## src/rtl/pci_bus_arbiter.sv

```systemverilog
// pci_bus_arbiter
//   Central arbiter for a shared PCI-style bus. Takes one active-low request
//   per device, returns one active-low grant per device, and follows
//   iframe/iready to track ownership so only one initiator owns the bus.
//
//   Optional feature macro: PCI_ARB_ROUND_ROBIN_EN
//     defined   -> rotating priority; search starts at a pointer that moves
//                  to winner+1 after every grant
//     undefined -> fixed priority, lowest requesting index wins
//
// Ports
//   clk       in            bus clock, all state updates on posedge
//   rst_n     in            asynchronous active-low reset
//   request   in  [N_DEV]   per-device request, active low
//   iframe    in            bus frame, active low
//   iready    in            initiator ready, active low
//   grant     out [N_DEV]   per-device grant, active low, at most one low
//   owner     out [OWNER_W] index of current / last granted device
//   bus_busy  out           high while in GRANTED, BUSY or DRAIN
module pci_bus_arbiter #(
    parameter int unsigned N_DEV        = 4,
    parameter int unsigned OWNER_W      = 2,
    parameter int unsigned PARK_TIMEOUT = 16,
    parameter int unsigned MAX_TENURE   = 64
) (
    input  logic               clk,
    input  logic               rst_n,
    input  logic [N_DEV-1:0]   request,
    input  logic               iframe,
    input  logic               iready,
    output logic [N_DEV-1:0]   grant,
    output logic [OWNER_W-1:0] owner,
    output logic               bus_busy
);

    typedef enum logic [1:0] {
        IDLE    = 2'd0,
        GRANTED = 2'd1,
        BUSY    = 2'd2,
        DRAIN   = 2'd3
    } state_t;

    localparam logic [7:0] PARK_LIM   = 8'(PARK_TIMEOUT);
    localparam logic [7:0] TENURE_LIM = 8'(MAX_TENURE);

    state_t               state, state_nx;
    logic [N_DEV-1:0]     grant_nx;
    logic [N_DEV-1:0]     win_grant;
    logic [OWNER_W-1:0]   owner_nx;
    logic [OWNER_W-1:0]   winner;
    logic [7:0]           park_cnt, park_nx, park_inc;
    logic [7:0]           tenure, tenure_nx, tenure_inc;
    logic                 any_req;
    logic                 owner_req_off;
    logic                 other_req;
    logic                 bus_idle;

    assign any_req       = ~&request;
    assign owner_req_off = (request[owner] == 1'b1);
    // X/Z on either line must not be taken as an idle bus.
    assign bus_idle      = (iframe == 1'b1) && (iready == 1'b1);

`ifdef PCI_ARB_ROUND_ROBIN_EN
    logic [OWNER_W-1:0] ptr;
    logic [OWNER_W-1:0] ptr_nx;
    logic [OWNER_W-1:0] win_hi, win_lo;
    logic               found_hi, found_lo;

    // Two passes folded into one loop: the first requester at or above the
    // pointer wins; otherwise wrap to the lowest requester overall.
    always_comb begin
        win_hi   = '0;
        win_lo   = '0;
        found_hi = 1'b0;
        found_lo = 1'b0;
        for (int unsigned i = 0; i < N_DEV; i++) begin
            if (request[i] == 1'b0) begin
                if (!found_lo) begin
                    win_lo   = OWNER_W'(i);
                    found_lo = 1'b1;
                end
                if (!found_hi && (OWNER_W'(i) >= ptr)) begin
                    win_hi   = OWNER_W'(i);
                    found_hi = 1'b1;
                end
            end
        end
        winner = found_hi ? win_hi : win_lo;
    end

    assign ptr_nx = (winner == OWNER_W'(N_DEV - 1)) ? '0 : winner + OWNER_W'(1);

    always_ff @(posedge clk or negedge rst_n) begin
        if (!rst_n) begin
            ptr <= '0;
        end else if ((state == IDLE) && any_req) begin
            ptr <= ptr_nx;
        end
    end
`else
    logic win_found;

    always_comb begin
        winner    = '0;
        win_found = 1'b0;
        for (int unsigned i = 0; i < N_DEV; i++) begin
            if ((request[i] == 1'b0) && !win_found) begin
                winner    = OWNER_W'(i);
                win_found = 1'b1;
            end
        end
    end
`endif

    always_comb begin
        win_grant = '1;
        other_req = 1'b0;
        for (int unsigned i = 0; i < N_DEV; i++) begin
            win_grant[i] = (OWNER_W'(i) != winner);
            if ((request[i] == 1'b0) && (OWNER_W'(i) != owner)) begin
                other_req = 1'b1;
            end
        end
    end

    always_comb begin
        state_nx   = state;
        grant_nx   = grant;
        owner_nx   = owner;
        park_nx    = park_cnt;
        tenure_nx  = tenure;
        park_inc   = park_cnt + 8'd1;
        tenure_inc = (tenure == 8'hFF) ? tenure : tenure + 8'd1;

        case (state)
            IDLE: begin
                grant_nx = '1;
                if (any_req) begin
                    grant_nx  = win_grant;
                    owner_nx  = winner;
                    park_nx   = '0;
                    tenure_nx = '0;
                    state_nx  = GRANTED;
                end
            end
            GRANTED: begin
                // iframe has priority over a simultaneous request release.
                if (iframe == 1'b0) begin
                    state_nx = BUSY;
                end else if (owner_req_off) begin
                    grant_nx = '1;
                    state_nx = IDLE;
                end else begin
                    park_nx = park_inc;
                    if (park_inc == PARK_LIM) begin
                        grant_nx = '1;
                        state_nx = IDLE;
                    end
                end
            end
            BUSY: begin
                tenure_nx = tenure_inc;
                if (owner_req_off ||
                    ((MAX_TENURE != 0) && (tenure_inc >= TENURE_LIM) && other_req)) begin
                    grant_nx = '1;
                    state_nx = DRAIN;
                end
            end
            DRAIN: begin
                grant_nx = '1;
                if (bus_idle) begin
                    state_nx = IDLE;
                end
            end
            default: begin
                grant_nx = '1;
                state_nx = IDLE;
            end
        endcase
    end

    always_ff @(posedge clk or negedge rst_n) begin
        if (!rst_n) begin
            state    <= IDLE;
            grant    <= '1;
            owner    <= '0;
            bus_busy <= 1'b0;
            park_cnt <= '0;
            tenure   <= '0;
        end else begin
            state    <= state_nx;
            grant    <= grant_nx;
            owner    <= owner_nx;
            bus_busy <= (state_nx != IDLE);
            park_cnt <= park_nx;
            tenure   <= tenure_nx;
        end
    end

endmodule

```

## config.mk

```make
export PLATFORM = sky130hd
export DESIGN_NAME = pci_bus_arbiter
export DESIGN_NICKNAME = d
export VERILOG_FILES = /design/src/rtl/pci_bus_arbiter.sv
export SDC_FILE = /design/constraint.sdc
export NUM_CORES = 1
export LEC_CHECK = 0
export ABC_AREA = 0
export BUFFER_PORTS_ARGS = -buffer_cell sky130_fd_sc_hd__buf_2
export CAP_MARGIN = 40
export CELL_PAD_IN_SITES_DETAIL_PLACEMENT = 0
export CELL_PAD_IN_SITES_GLOBAL_PLACEMENT = 1
export CORE_MARGIN = 2
export CORE_UTILIZATION = 47
export CTS_BUF_LIST = sky130_fd_sc_hd__clkbuf_4 sky130_fd_sc_hd__clkbuf_8
export CTS_CLUSTER_SIZE = 8
export DETAILED_ROUTE_END_ITERATION = 12
export PLACE_DENSITY = 0.85
export SYNTH_ARGS = -nofsm -noshare
export SYNTH_HDL_FRONTEND = slang
export SYNTH_SLANG_ARGS = --single-unit
```

## constraint.sdc

```tcl
create_clock -name clk -period 2.06 [get_ports clk]
set_input_delay 0.103 -clock clk [delete_from_list [all_inputs] [get_ports clk]]
set_output_delay 0.103 -clock clk [all_outputs]
set_load 0.05 [all_outputs]
```

# Word level (Yosys, flattened, before mapping)
# Cells that the tools add are included.
[totals]
register_bits = 25
in_bits = 8
output_inout_bits = 7
wordCells = 85
[op_classes]
add_sub_neg = 2
magnitude_cmp = 2
n_eq_ne = 16
n_mux = 31
n_bitwise = 5
n_reduce_logical = 23
[op_table]
columns = ["operator", "count"]
rows = [
  ["8-bit 2-to-1 mux", 4],
  ["8-bit case mux with 2 select lines", 2],
  ["4-bit 2-to-1 mux", 5],
  ["8-bit by 1-bit adder with 8-bit output (second input constant)", 2],
  ["2-bit 2-to-1 mux", 8],
  ["4-bit case mux with 4 select lines", 1],
  ["2-bit nonzero test", 5],
  ["1-bit logical AND", 9],
  ["1-bit 2-to-1 mux", 9],
  ["8-bit by 5-bit == test with 1-bit output (second input constant)", 1],
  ["8-bit == test (second input constant)", 1],
  ["8-bit by 7-bit >= comparator with 1-bit output (second input constant)", 1],
  ["2-bit != test (first input constant)", 4],
  ["2-bit != test (second input constant)", 4],
  ["2-bit case mux with 4 select lines", 1],
  ["4-bit AND reduction", 2],
  ["1-bit NOT", 5],
  ["2-bit == test (second input constant)", 2],
  ["1-bit by 2-bit != test with 1-bit output (first input constant)", 2],
  ["2-bit AND reduction", 2],
  ["2-bit by 3-bit < comparator with 1-bit output (second input constant)", 1],
  ["3-bit != test (second input constant)", 1],
  ["3-bit AND reduction", 1],
  ["1-bit binary-select mux with 2-bit select", 1],
  ["4 further kinds", 5],
]

# Logic depth before layout (Yosys ltp)
[logic_depth]
depth_word = 12
mapped_depth = 6

# Worst setup path after synthesis
# OpenSTA, ideal clock, no wires.
[synth_path]
path_kind = "register -> register"
startpoint = "register owner[1]"
endpoint = "register park_cnt[3]"
arrival_ps = 1837
path_slack_ps = 97
stages_incl_launch_ff = 5
n_path_buf = 0
synth_period_minus_slack_ps = 1963
path_cell_list = "dfrtp_1 > mux4_2 > a22o_4 > o21ai_1 > o31ai_1"
[synth_between]
elab_chain_len = 4
[synth_lines]
columns = ["element", "line", "source"]
rows = [
  ["start: declaration", "32", "output logic [OWNER_W-1:0] owner,"],
  ["start signal: assignment", "193", "owner <= owner_nx;"],
  ["1-bit binary-select mux with 2-bit select", "59", "assign owner_req_off = (request[owner] == 1'b1);"],
  ["1-bit 2-to-1 mux (not written as such)", "59", ""],
  ["2-bit != test (no line)", "--", ""],
  ["4-bit AND reduction (no line)", "--", ""],
  ["end signal: assignment", "195", "park_cnt <= park_nx;"],
  ["end: declaration", "51", "logic [7:0] park_cnt, park_nx, park_inc;"],
]
# No other way between the ends. The select of a mux whose other input is x is not followed.
# A chain may end at the register's enable or synchronous reset.

# Worst setup path in the final report
[layout_path]
startpoint = "register tenure[0]"
endpoint = "register grant[2]"
[layout_between]
elab_chain_len = 7
[layout_lines]
columns = ["element", "line", "source"]
rows = [
  ["start: declaration", "52", "logic [7:0] tenure, tenure_nx, tenure_inc;"],
  ["start signal: assignment", "196", "tenure <= tenure_nx;"],
  ["8-bit by 1-bit adder with 8-bit output / 8-bit == test (equally long branches)", "133", "tenure_inc = (tenure == 8'hFF) ? tenure : tenure + 8'd1;"],
  ["8-bit 2-to-1 mux *", "133", ""],
  ["8-bit by 7-bit >= comparator with 1-bit output *", "164", "((MAX_TENURE != 0) && (tenure_inc >= TENURE_LIM) && other_req)) begin"],
  ["1-bit logical AND *", "164", ""],
  ["1-bit logical OR *", "163", "if (owner_req_off ||"],
  ["2-bit != test (no line) *", "--", ""],
  ["3-bit AND reduction (no line) *", "--", ""],
  ["end signal: assignment", "192", "grant <= grant_nx;"],
  ["end: declaration", "31", "output logic [N_DEV-1:0] grant,"],
]
# Mark *: on every way between the ends. The rest lies on a longest branch, timed or not.

==> metrics.md <==
| Metric | Value |
|---|---|
| Port Buffer Count | `14` |
| H-tree Lvls | `1` |
| Slowest stage cell, crit path | `dfrtp_1` |
| Cell Rows | `20` |
| Leading cell types by count after synthesis | `nand2_1, dfrtp_1, nor2_1, o21ai_1, a211oi_1` |
| Required time worst endpoint | `2.31 ns` |
| Startpoint types | `flop` |
| R2R Path Start | `tenure[0]` |
| Cell variety after synth | `42` |
| DPL Wire Length | `2.27 mm` |
| Ordered cell list for the critical path | `ha_1 -> and3_1 -> and3_1 -> a211oi_2 -> nand2_1 -> a211oi_1` |
| WP depth | `6` |
| Cell area after synthesis | `1500 um2` |
| Via density | `5.84` |
| Gate power share | `0.444` |
| Hold_sp | `request[1]` |
| Core footprint | `3050 um2` |
| Part of the power in the clock network | `0.126` |
| Largest net degree at the start of global routing | `26` |
| Run status | `completed` |
| Cell mode on critical path | `and3_1` |
| Area contributors post-synth | `dfrtp_1, dfstp_2, nand2_1, a211oi_1, mux2i_1` |
| GRT Total Usage | `0.195` |
| R2R setup slack | `0.11 ns` |
| Share of the synthesized area in the top cell type | `0.351` |
| Area Overhead vs Synth | `10.1%` |
| Die H | `60.5 um` |
| Crit path time final | `1.95 ns` |
| I/O Pins | `15` |
| Power per Cell Area | `1100 nW/um2` |
| CTS tree | `done` |
| FF+latch count, synth | `25` |
| CTS sink count | `25` |
| Die area | `3650 um2` |
| Syn Nets | `165` |
| CP startpoint | `tenure[0]` |
| Fin Clk Skew | `0.00649 ns` |
| Normalized max-slew margin | `0.621` |
| Critical Path End | `grant[2]` |
| Syn. warnings | `0` |
| Switching power total | `0.000834 W` |
| Critical path arrival | `2.20 ns` |
| Detailed Route WL | `3.21 mm` |
| R2r worst-path depth | `6` |
| Clock Pin Slew Worst Setup and Hold Paths | `0.14 ns` |
| GP Congestion | `0.773` |
| ANT nets after route | `0` |
| Area leader, netlist | `dfrtp_1` |
| Vias in the first global route | `1,217` |
| Max clock buf depth | `2` |
| Hold Crit Class | `input port to flop` |
| Total clock buffers created by CTS | `3` |
| EDFF count, synth | `0` |
| Crit. End Element | `flop` |
| Worst-Margin Slew | `0.568 ns` |
| Final Util | `0.540` |
| Routed WL per cell | `14.8 um` |
| Diode count | `0` |
| Max Cap Violations | `0` |
| Crit-path max cell delay | `0.45 ns` |
| Fmax | `512 MHz` |
| WHS | `0.0311 ns` |
| Layout cell share with drive strength beyond 1 | `0.220` |
| Initial Util | `0.491` |
| Total number of vias | `1,268` |
| Clock Root Buffer | `clkbuf_4` |
| Final-layout fill cell count | `301` |
| Async S/R FF share, synth | `1.00` |
| Crit path max fanout | `5` |
| DRC violations left | `0` |
| Top_reg_cell synth | `dfrtp_1` |
| DR iter-0 viols | `92` |
| Switching portion of total power | `0.460` |
| First-pass GRT wire length | `5.47 mm` |
| Worst skew pair latency | `0.33 ns` |
| Final nets | `184` |
| Cell Int Power | `0.000980 W` |
| Final Hold Fails | `0` |
| Initial antenna violation count | `0` |
| Mean post-synth cell area | `9.66 um2` |
| Max-slew violations | `0` |
| Flop pwr share | `0.430` |
| Crit path max-delay family | `simple AND/OR/NAND/NOR gates` |
| Worst path bufs/invs | `0` |
| # setup viols final | `0` |
| Register area share after synthesis | `0.421` |
| Leak | `0.713 nW` |
| Die width | `60.5 um` |
| Crit Path Category | `flop to flop` |
| Total global routing overflow | `0` |
| Synth Instances | `155` |
| Fin crit share | `0.948` |
| Drt first pass iters | `4` |
| Peak supply drop | `0.528 mV` |
| Most numerous cell in the Yosys netlist | `nand2_1` |
| RSZ-0062 raised after global routing | `yes` |
| Crit Reg-Reg Endpoint | `grant[2]` |
[power groups by stage]
stage | sequential (W) | combinational [W] | clock [W]
6_report | 0.000781 | 0.000806 | 0.000228
5_1_grt | 0.000803 | 0.000891 | 0.000255
4_1_cts | 0.000773 | 0.000800 | 0.000233
3_5_place_dp | 0.000780 | 0.000795 | 0
3_3_place_gp | 0.000772 | 0.000775 | 0
2_1_floorplan | 0.000859 | 0.000547 | 0
[layer usage]
layer | up-vias | global-route usage | routed length [um]
li1 | 615 | - | -
met1 | 613 | 0.265 | 1500
met2 | 31 | 0.325 | 1520
met3 | 9 | 0.0256 | 120
met4 | 0 | 0.0621 | 63
met5 | - | 0 | 0
[area by class of cell]
type	count	area, um2	share of cell area
Multi-Input combinational cell	125	830	0.503
Sequential cell	25	631	0.382
Timing Repair Buffer	18	103	0.0622
Tap cell	44	55.1	0.0334
Clock buffer	3	22.5	0.0137
Clock inverter	1	5.00	0.00303
Inverter	1	3.75	0.00228
[what timing repair did]
action / 4_1_cts / 5_1_grt
setup buffers: 0 / 1
endpoints found under the setup margin: 0 / 2
gates resized for setup: 0 / 3
endpoints found under the hold margin: 21 / 0
hold buffers: 1 / 0
[logic make-up (layout without fill, tap and decap cells)]
group / count (synthesis) / count (layout) / share of synthesized area
buf+inv: 5 / 23 / 0.0326
fa+ha+maj: 2 / 2 / 0.0167
compound gates: 42 / 42 / 0.212
mux: 7 / 7 / 0.0551
flops: 25 / 25 / 0.421
simple gates: 74 / 74 / 0.262
[worst min-delay path by stage]
stage,endpoint,slack [ns],depth (start not counted)
after CTS,owner[0],0.02,2
after global placement,owner[0],0.12,1
after global routing,owner[0],0.04,2
after floorplan,bus_busy,-0.19,0
final,owner[0],0.03,2
after detailed placement,owner[0],0.13,1
[placed cells by master (no fill, tap or decap), types with 4 or more instances in the layout]
cell and n:
a211oi_1 7, and3_1 4, buf_2 14, dfrtp_1 21, dfstp_2 4, mux2i_1 6, nand2_1 27, nand3_1 6
nor2_1 11, nor3_1 6, o21ai_0 6, o21ai_1 10
[through the flow]
step	TNS (ns)	worst slack [ns]	cell area [um2]	cells	power (W)
after global routing	-0.00955	-0.00955	1650	217	0.00195
final	0	0.108	1650	217	0.00181
after CTS	0	0.0912	1630	216	0.00181
after detailed placement	0	0.110	1590	211	0.00157
after global placement	0	0.233	1590	211	0.00155
after floorplan	0	0.0968	1500	155	0.00141
[flip-flops by register name, indices dropped and copies added (netlist names)]
register,count
grant,4
bus_busy,1
state,2
park_cnt,8
tenure,8
owner,2
(Power assumes the default switching activity.)
